<file path="config.mk">
export PLATFORM = sky130hd
export DESIGN_NAME = i2c_calc_target_flat
export DESIGN_NICKNAME = d
export VERILOG_FILES = /design/src/rtl/i2c_calc_pkg.sv /design/src/rtl/i2c_calc_target_if.sv /design/src/rtl/i2c_line_sync.sv /design/src/rtl/i2c_calc_target.sv /design/src/flat_wrapper.sv
export SDC_FILE = /design/constraint.sdc
export NUM_CORES = 1
export LEC_CHECK = 0
export ABC_AREA = 1
export ABC_CLOCK_PERIOD_IN_PS = 4640
export CORE_ASPECT_RATIO = 1.25
export CORE_MARGIN = 4
export CORE_UTILIZATION = 61
export DETAILED_ROUTE_END_ITERATION = 8
export GPL_ROUTABILITY_DRIVEN = 0
export PLACE_DENSITY = 0.94
export SLEW_MARGIN = 5
export SYNTH_ARGS = -nofsm -noshare
export SYNTH_HDL_FRONTEND = slang
export SYNTH_SLANG_ARGS = --single-unit
</file>
<file path="constraint.sdc">
create_clock -name clk -period 4.64 [get_ports clk]
set_input_delay 1.392 -clock clk [delete_from_list [all_inputs] [get_ports clk]]
set_output_delay 1.392 -clock clk [all_outputs]
set_load 0.05 [all_outputs]
</file>
<file path="src/rtl/i2c_calc_pkg.sv">
// Shared types and register map for the I2C calculator target.
package i2c_calc_pkg;

  localparam int unsigned BYTE_W = 8;
  localparam int unsigned RES_W  = 16;
  localparam int unsigned PTR_W  = 3;

  typedef enum logic [2:0] {
    IDLE,
    ADDR,
    ADDR_ACK,
    WR_PTR,
    WR_DATA,
    WR_ACK,
    RD_DATA,
    RD_MACK
  } state_e;

  localparam logic [PTR_W-1:0] REG_A      = 3'd0;
  localparam logic [PTR_W-1:0] REG_B      = 3'd1;
  localparam logic [PTR_W-1:0] REG_OP     = 3'd2;
  localparam logic [PTR_W-1:0] REG_RES_LO = 3'd3;
  localparam logic [PTR_W-1:0] REG_RES_HI = 3'd4;
  localparam logic [PTR_W-1:0] REG_LAST   = 3'd4;

endpackage

</file>
<file path="src/rtl/i2c_calc_target_if.sv">
// Pad-level I2C signals between a bus master (or its model) and the target.
interface i2c_calc_target_if;
  logic scl_in;
  logic sda_in;
  logic sda_oe;

  modport master (output scl_in, output sda_in, input sda_oe);
  modport slave  (input scl_in, input sda_in, output sda_oe);
endinterface

</file>
<file path="src/rtl/i2c_line_sync.sv">
// Synchronises raw SCL/SDA and emits registered single-cycle SCL edge,
// START and STOP strobes plus the SDA level aligned to those strobes.
module i2c_line_sync (
  input  logic clk,
  input  logic rst,
  input  logic scl_in,
  input  logic sda_in,
  output logic scl_rise,
  output logic scl_fall,
  output logic start,
  output logic stop,
  output logic sda
);

  logic [1:0] scl_sync_q, sda_sync_q;
  logic       scl_dly_q, sda_dly_q;
  logic       scl_rise_q, scl_rise_d;
  logic       scl_fall_q, scl_fall_d;
  logic       start_q, start_d;
  logic       stop_q, stop_d;

  // START/STOP need SCL stable high and win over any coincident SCL edge
  always_comb begin
    start_d    = scl_sync_q[1] & scl_dly_q & sda_dly_q & ~sda_sync_q[1];
    stop_d     = scl_sync_q[1] & scl_dly_q & ~sda_dly_q & sda_sync_q[1];
    scl_rise_d = scl_sync_q[1] & ~scl_dly_q & ~(start_d | stop_d);
    scl_fall_d = ~scl_sync_q[1] & scl_dly_q & ~(start_d | stop_d);
  end

  // Lines reset to the idle-high bus level so reset release is quiet
  always_ff @(posedge clk) begin
    if (rst) begin
      scl_sync_q <= 2'b11;
      sda_sync_q <= 2'b11;
      scl_dly_q  <= 1'b1;
      sda_dly_q  <= 1'b1;
      scl_rise_q <= 1'b0;
      scl_fall_q <= 1'b0;
      start_q    <= 1'b0;
      stop_q     <= 1'b0;
    end else begin
      scl_sync_q <= {scl_sync_q[0], scl_in};
      sda_sync_q <= {sda_sync_q[0], sda_in};
      scl_dly_q  <= scl_sync_q[1];
      sda_dly_q  <= sda_sync_q[1];
      scl_rise_q <= scl_rise_d;
      scl_fall_q <= scl_fall_d;
      start_q    <= start_d;
      stop_q     <= stop_d;
    end
  end

  assign scl_rise = scl_rise_q;
  assign scl_fall = scl_fall_q;
  assign start    = start_q;
  assign stop     = stop_q;
  assign sda      = sda_dly_q;

endmodule

</file>
<file path="src/rtl/i2c_calc_target.sv">
// I2C target that maps bus transfers onto the calculator's operand,
// operation and result registers.
module i2c_calc_target
  import i2c_calc_pkg::*;
#(
  parameter logic [6:0] I2C_ADDR = 7'h2A
) (
  input  logic                    clk,
  input  logic                    rst,
  i2c_calc_target_if.slave        bus,
  output logic [BYTE_W-1:0]       first_input_number,
  output logic [BYTE_W-1:0]       second_input_number,
  output logic [1:0]              operation,
  output logic                    operands_valid,
  input  logic [RES_W-1:0]        result
);

  logic scl_rise, scl_fall, start, stop, sda;

  i2c_line_sync u_line_sync (
    .clk      (clk),
    .rst      (rst),
    .scl_in   (bus.scl_in),
    .sda_in   (bus.sda_in),
    .scl_rise (scl_rise),
    .scl_fall (scl_fall),
    .start    (start),
    .stop     (stop),
    .sda      (sda)
  );

  state_e              state_q, state_d;
  logic [BYTE_W-1:0]   shift_q, shift_d;
  logic [3:0]          cnt_q, cnt_d;
  logic [PTR_W-1:0]    ptr_q, ptr_d;
  logic [BYTE_W-1:0]   a_q, a_d, b_q, b_d;
  logic [1:0]          op_q, op_d;
  logic [RES_W-1:0]    shadow_q, shadow_d;
  logic                rw_q, rw_d;
  logic                wrote_q, wrote_d;
  logic                sda_oe_q, sda_oe_d;
  logic                valid_q, valid_d;
  logic [BYTE_W-1:0]   rx_byte;
  logic [PTR_W-1:0]    ptr_inc;

  function automatic logic [BYTE_W-1:0] rd_sel(input logic [PTR_W-1:0] p,
                                               input logic [BYTE_W-1:0] a,
                                               input logic [BYTE_W-1:0] b,
                                               input logic [1:0] op,
                                               input logic [RES_W-1:0] sh);
    case (p)
      REG_A:      rd_sel = a;
      REG_B:      rd_sel = b;
      REG_OP:     rd_sel = {6'd0, op};
      REG_RES_LO: rd_sel = sh[7:0];
      REG_RES_HI: rd_sel = sh[15:8];
      default:    rd_sel = 8'h00;
    endcase
  endfunction

  assign rx_byte = {shift_q[6:0], sda};
  assign ptr_inc = (ptr_q >= REG_LAST) ? REG_A : ptr_q + 3'd1;

  always_comb begin
    state_d  = state_q;
    shift_d  = shift_q;
    cnt_d    = cnt_q;
    ptr_d    = ptr_q;
    a_d      = a_q;
    b_d      = b_q;
    op_d     = op_q;
    shadow_d = shadow_q;
    rw_d     = rw_q;
    wrote_d  = wrote_q;
    sda_oe_d = sda_oe_q;
    valid_d  = 1'b0;

    if (stop) begin
      state_d  = IDLE;
      sda_oe_d = 1'b0;
      valid_d  = wrote_q;
      wrote_d  = 1'b0;
    end else if (start) begin
      state_d = ADDR;
      cnt_d   = '0;
      wrote_d = 1'b0;
    end else begin
      case (state_q)
        IDLE: ;
        // Receive path: shift on SCL rise, keep SDA released on SCL fall
        ADDR, WR_PTR, WR_DATA: begin
          if (scl_fall) sda_oe_d = 1'b0;
          if (scl_rise) begin
            shift_d = rx_byte;
            cnt_d   = cnt_q + 4'd1;
            if (cnt_q == 4'd7) begin
              cnt_d = '0;
              if (state_q == ADDR) begin
                rw_d    = rx_byte[0];
                state_d = (rx_byte[7:1] == I2C_ADDR) ? ADDR_ACK : IDLE;
              end else if (state_q == WR_PTR) begin
                ptr_d   = rx_byte[2:0];
                state_d = WR_ACK;
              end else begin
                case (ptr_q)
                  REG_A:   a_d  = rx_byte;
                  REG_B:   b_d  = rx_byte;
                  REG_OP:  op_d = rx_byte[1:0];
                  default: ;
                endcase
                wrote_d = 1'b1;
                ptr_d   = ptr_inc;
                state_d = WR_ACK;
              end
            end
          end
        end
        ADDR_ACK: begin
          if (scl_fall) begin
            sda_oe_d = 1'b1;
            if (rw_q) shadow_d = result;
          end
          if (scl_rise) begin
            cnt_d   = '0;
            state_d = rw_q ? RD_DATA : WR_PTR;
            if (rw_q) shift_d = rd_sel(ptr_q, a_q, b_q, op_q, shadow_q);
          end
        end
        WR_ACK: begin
          if (scl_fall) sda_oe_d = 1'b1;
          if (scl_rise) begin
            cnt_d   = '0;
            state_d = WR_DATA;
          end
        end
        // Transmit path: present next bit on SCL fall, hand over after 8 rises
        RD_DATA: begin
          if (scl_fall) begin
            sda_oe_d = ~shift_q[7];
            shift_d  = {shift_q[6:0], 1'b0};
            cnt_d    = cnt_q + 4'd1;
          end
          if (scl_rise && cnt_q == 4'd8) begin
            cnt_d   = '0;
            state_d = RD_MACK;
          end
        end
        RD_MACK: begin
          if (scl_fall) sda_oe_d = 1'b0;
          if (scl_rise) begin
            if (!sda) begin
              ptr_d   = ptr_inc;
              shift_d = rd_sel(ptr_inc, a_q, b_q, op_q, shadow_q);
              state_d = RD_DATA;
            end else begin
              state_d = IDLE;
            end
          end
        end
        default: state_d = IDLE;
      endcase
    end
  end

  always_ff @(posedge clk) begin
    if (rst) begin
      state_q  <= IDLE;
      shift_q  <= '0;
      cnt_q    <= '0;
      ptr_q    <= REG_A;
      a_q      <= '0;
      b_q      <= '0;
      op_q     <= '0;
      shadow_q <= '0;
      rw_q     <= 1'b0;
      wrote_q  <= 1'b0;
      sda_oe_q <= 1'b0;
      valid_q  <= 1'b0;
    end else begin
      state_q  <= state_d;
      shift_q  <= shift_d;
      cnt_q    <= cnt_d;
      ptr_q    <= ptr_d;
      a_q      <= a_d;
      b_q      <= b_d;
      op_q     <= op_d;
      shadow_q <= shadow_d;
      rw_q     <= rw_d;
      wrote_q  <= wrote_d;
      sda_oe_q <= sda_oe_d;
      valid_q  <= valid_d;
    end
  end

  assign bus.sda_oe          = sda_oe_q;
  assign first_input_number  = a_q;
  assign second_input_number = b_q;
  assign operation           = op_q;
  assign operands_valid      = valid_q;

endmodule

</file>
<file path="src/flat_wrapper.sv">
// flat-port wrapper written by rule: the top's interface ports become plain ports
module i2c_calc_target_flat import i2c_calc_pkg::*;
#(
  parameter logic [6:0] I2C_ADDR = 7'h2A
)
  (clk, rst, first_input_number, second_input_number, operation, operands_valid, result, bus_scl_in, bus_sda_in, bus_sda_oe);
  i2c_calc_target_if bus_i ();
  input  logic clk;
  input  logic rst;
  output logic [BYTE_W-1:0] first_input_number;
  output logic [BYTE_W-1:0] second_input_number;
  output logic [1:0] operation;
  output logic operands_valid;
  input  logic [RES_W-1:0] result;
  input wire logic [$bits(bus_i.scl_in)-1:0] bus_scl_in;
  input wire logic [$bits(bus_i.sda_in)-1:0] bus_sda_in;
  output wire logic [$bits(bus_i.sda_oe)-1:0] bus_sda_oe;
  assign bus_i.scl_in = bus_scl_in;
  assign bus_i.sda_in = bus_sda_in;
  assign bus_sda_oe = bus_i.sda_oe;
  i2c_calc_target #(.I2C_ADDR(I2C_ADDR)) u_core (.clk(clk), .rst(rst), .bus(bus_i), .first_input_number(first_input_number), .second_input_number(second_input_number), .operation(operation), .operands_valid(operands_valid), .result(result));
endmodule
</file>
==> metrics.md <==
| Metric | Value |
|---|---|
| WL/cell | `16.6 um` |
| DIE AREA | `7350 um^2` |
| DR vias/cell | `6.01` |
| Signal arrival time at the worst endpoint | `1.65 ns` |
| # DRC | `0` |
| Syn avg cell area | `6.75 um^2` |
| Crit path max-delay cell type | `clkdlybuf4s50_1` |
| Non-filler cells, final | `653` |
| Top_reg_cell synth | `dfxtp_1` |
| Nets | `609` |
| Total number of vias | `3,924` |
| Postcts setup bufs | `0` |
| Gate power share | `0.310` |
| Chip height | `94.8 um` |
| Vias in the first global route | `3,760` |
| RSZ-0062 raised after global routing | `no` |
| Achievable frequency | `329 MHz` |
| Routed Antenna Nets | `0` |
| Grt ovf | `0` |
| Post-cts sizing count | `0` |
| Initial Util | `0.632` |
| Final hold vios | `0` |
| I/O pin total | `40` |
| Num rows | `31` |
| Fillers | `436` |
| Critical Path RT | `3.25 ns` |
| Initial antenna violation count | `0` |
| Final instance area | `4280 um^2` |
| Hold Buf Count CTS | `0` |
| Hold Crit Class | `reg -> reg` |
| Static Leak | `0.00181 uW` |
| Top Family by Delay on Critical Path | `buffers and inverters` |
| Worst skew pair latency | `0.35 ns` |
| EDFF count, synth | `0` |
| Syn Inst Count | `545` |
| Slew @ Worst Pin | `0.615 ns` |
| Post-Route Setup TNS | `0 ns` |
| CP max stage delay | `0.85 ns` |
| Largest net degree at the start of global routing | `25` |
| Cell Chain, Critical Path | `clkdlybuf4s50_1` |
| Headroom to the max-slew limit | `0.589` |
| Clock transition at the registers of the reported paths | `0.07 ns` |
| Critical Path Start Type | `flop` |
| Synth warn | `0` |
| Clk root buf | `clkbuf_8` |
| TritonRoute pass-1 iters | `6` |
| Max Cap Viol | `0` |
| CTS tree | `yes` |
| Area growth, synth to finish | `16.3%` |
| Register Area | `1320 um^2` |
| CP endpoint kind | `output pin` |
| Initial DRC Count | `512` |
| CTS Sinks | `66` |
| Min Tclk post-route | `3.04 ns` |
| Crit share post-route | `0.655` |
| Syn nets | `572` |
| Worst VDD drop | `0.214 mV` |
| CTS Buf Count | `9` |
| Global-route usage over all layers | `0.315` |
| Antenna diodes | `0` |
| PwrDens | `402 nW/um^2` |
| Placed cell count | `637` |
| Slew Limit Fails | `0` |
| Clk_skew | `0.00765 ns` |
| Share of cells above drive strength 1 | `0.119` |
| Crit-path max FO | `4` |
| Crit Path Category | `reg -> out` |
| Switching share of power | `0.391` |
| Sequential area share after synthesis | `0.359` |
| Chip Width | `77.5 um` |
| Area of the multi-input gates | `2010 um^2` |
| Synthesized flop and latch total | `66` |
| Share of power burned in the clock network | `0.292` |
| Clock buffer depth | `2` |
| Ys async rst share | `0` |
| P_int | `1050 uW` |
| Dpl hpwl | `7640 um` |
| Final core utilization | `0.736` |
| Distinct cells, synth | `39` |
| Cell Area, Synth | `3680 um^2` |
| Post-Route WL | `10,800 um` |
| IO buf count | `39` |
| Status | `completed` |
| Final setup viols | `0` |
| First-pass GRT wire length | `18,000 um` |
| H-Tree Depth | `3` |
| Total core area | `5820 um^2` |
| Critical path buffers and inverters | `1` |
| NetSw | `673 uW` |
| Reg power frac | `0.398` |
| Area of placed instances | `4080 um^2` |
-- metrics by stage --
step	hold slack (ns)	power, uW	setup slack, ns
floorplan	0.389	1100	2.35
global placement	0.391	1190	1.57
detailed placement	0.397	1210	1.49
CTS	0.415	1700	1.60
global route	0.420	1810	1.58
finish	0.416	1720	1.60
-- registers in the layout, summed over array words and instances, names as in the netlist, 2 cells and up --
signal / count
u_core.first_input_number: 8
u_core.u_line_sync.sda_sync_q: 2
u_core.shadow_q: 16
u_core.state_q: 3
u_core.ptr_q: 3
u_core.cnt_q: 4
u_core.second_input_number: 8
u_core.operation: 2
u_core.u_line_sync.scl_sync_q: 2
u_core.shift_q: 8
-- power by group through the flow --
stage / logic (uW) / registers, uW / clock network [uW]
after floorplan: 434 / 665 / 0
after global placement: 496 / 690 / 0
after detailed placement: 516 / 691 / 0
after CTS: 523 / 679 / 500
after global routing: 604 / 687 / 522
final: 534 / 685 / 503
-- area by class of cell --
| type | count | area share |
|---|---|---|
| Clock inverter | 5 | 0.0146 |
| Tap cell | 66 | 0.0193 |
| Inverter | 68 | 0.0596 |
| Clock buffer | 11 | 0.0330 |
| Sequential cell | 66 | 0.309 |
| Timing Repair Buffer | 41 | 0.0947 |
| Multi-Input combinational cell | 396 | 0.470 |
-- kinds of logic (layout without fill, tap and decap cells) --
kind of cell,after synthesis,count (layout),synth area share
adders and majority gates,7,7,0.0238
and+or+nand+nor,282,282,0.354
DFF,66,66,0.359
xor gates and xnor gates,1,1,0.00238
buffers and inverters,83,125,0.0942
AOI/OAI and AO/OA,106,106,0.167
-- layout by cell type (no fill, tap or decap), types with 2 or more instances in the layout --
cell type	netlist	layout
o21ai_0	52	52
a31oi_1	2	2
nand3_2	2	2
nor3_1	11	11
nand2_1	124	124
nor2_2	8	8
a21oi_2	10	10
ha_1	7	7
dfxtp_1	66	66
o21ai_1	2	2
o2111ai_1	3	3
o22ai_1	3	3
inv_1	61	61
clkdlybuf4s50_1	0	39
clkbuf_8	0	10
a211oi_1	7	7
buf_4	0	2
nor2_1	83	83
a21oi_1	24	24
clkinv_1	2	2
o21ai_2	2	2
nand3_1	22	22
clkinvlp_4	0	2
nand2_2	7	7
nand4_1	6	6
or2_2	4	4
inv_2	5	5
nor3_2	8	8
-- final timing paths --
kind                                     from                          endpoint  slack, ns  cells past startpoint
max reg2reg                   u_core.ptr_q[2]                 u_core.shift_q[4]       1.82                      7
min reg2reg  u_core.u_line_sync.scl_sync_q[0]  u_core.u_line_sync.scl_sync_q[1]       0.42                      1
max             u_core.second_input_number[0]            second_input_number[0]       1.60                      1
min          u_core.u_line_sync.scl_sync_q[0]  u_core.u_line_sync.scl_sync_q[1]       0.42                      1
-- metal layers --
layer  vias up  part of all wire  track usage  wire [um]
li1       1836                 -            -          -
met2       290              0.49        0.548       5300
met3        66             0.094       0.0506       1020
met4         0             0.062        0.197        671
met5         -                 0            0          0
met1      1732              0.35        0.360       3840
-- Yosys cell counts (all sizes together) (8+ instances only) --
| cell type | instances | share of area |
|---|---|---|
| nor2 | 93 | 0.11 |
| buf | 8 | 0.017 |
| nand4 | 8 | 0.019 |
| nand3 | 25 | 0.040 |
| nor3 | 19 | 0.037 |
| o21ai | 56 | 0.078 |
| inv | 66 | 0.067 |
| dfxtp | 66 | 0.36 |
| nand2 | 132 | 0.14 |
| a21oi | 34 | 0.056 |
Power figures use the tool's default switching activity.
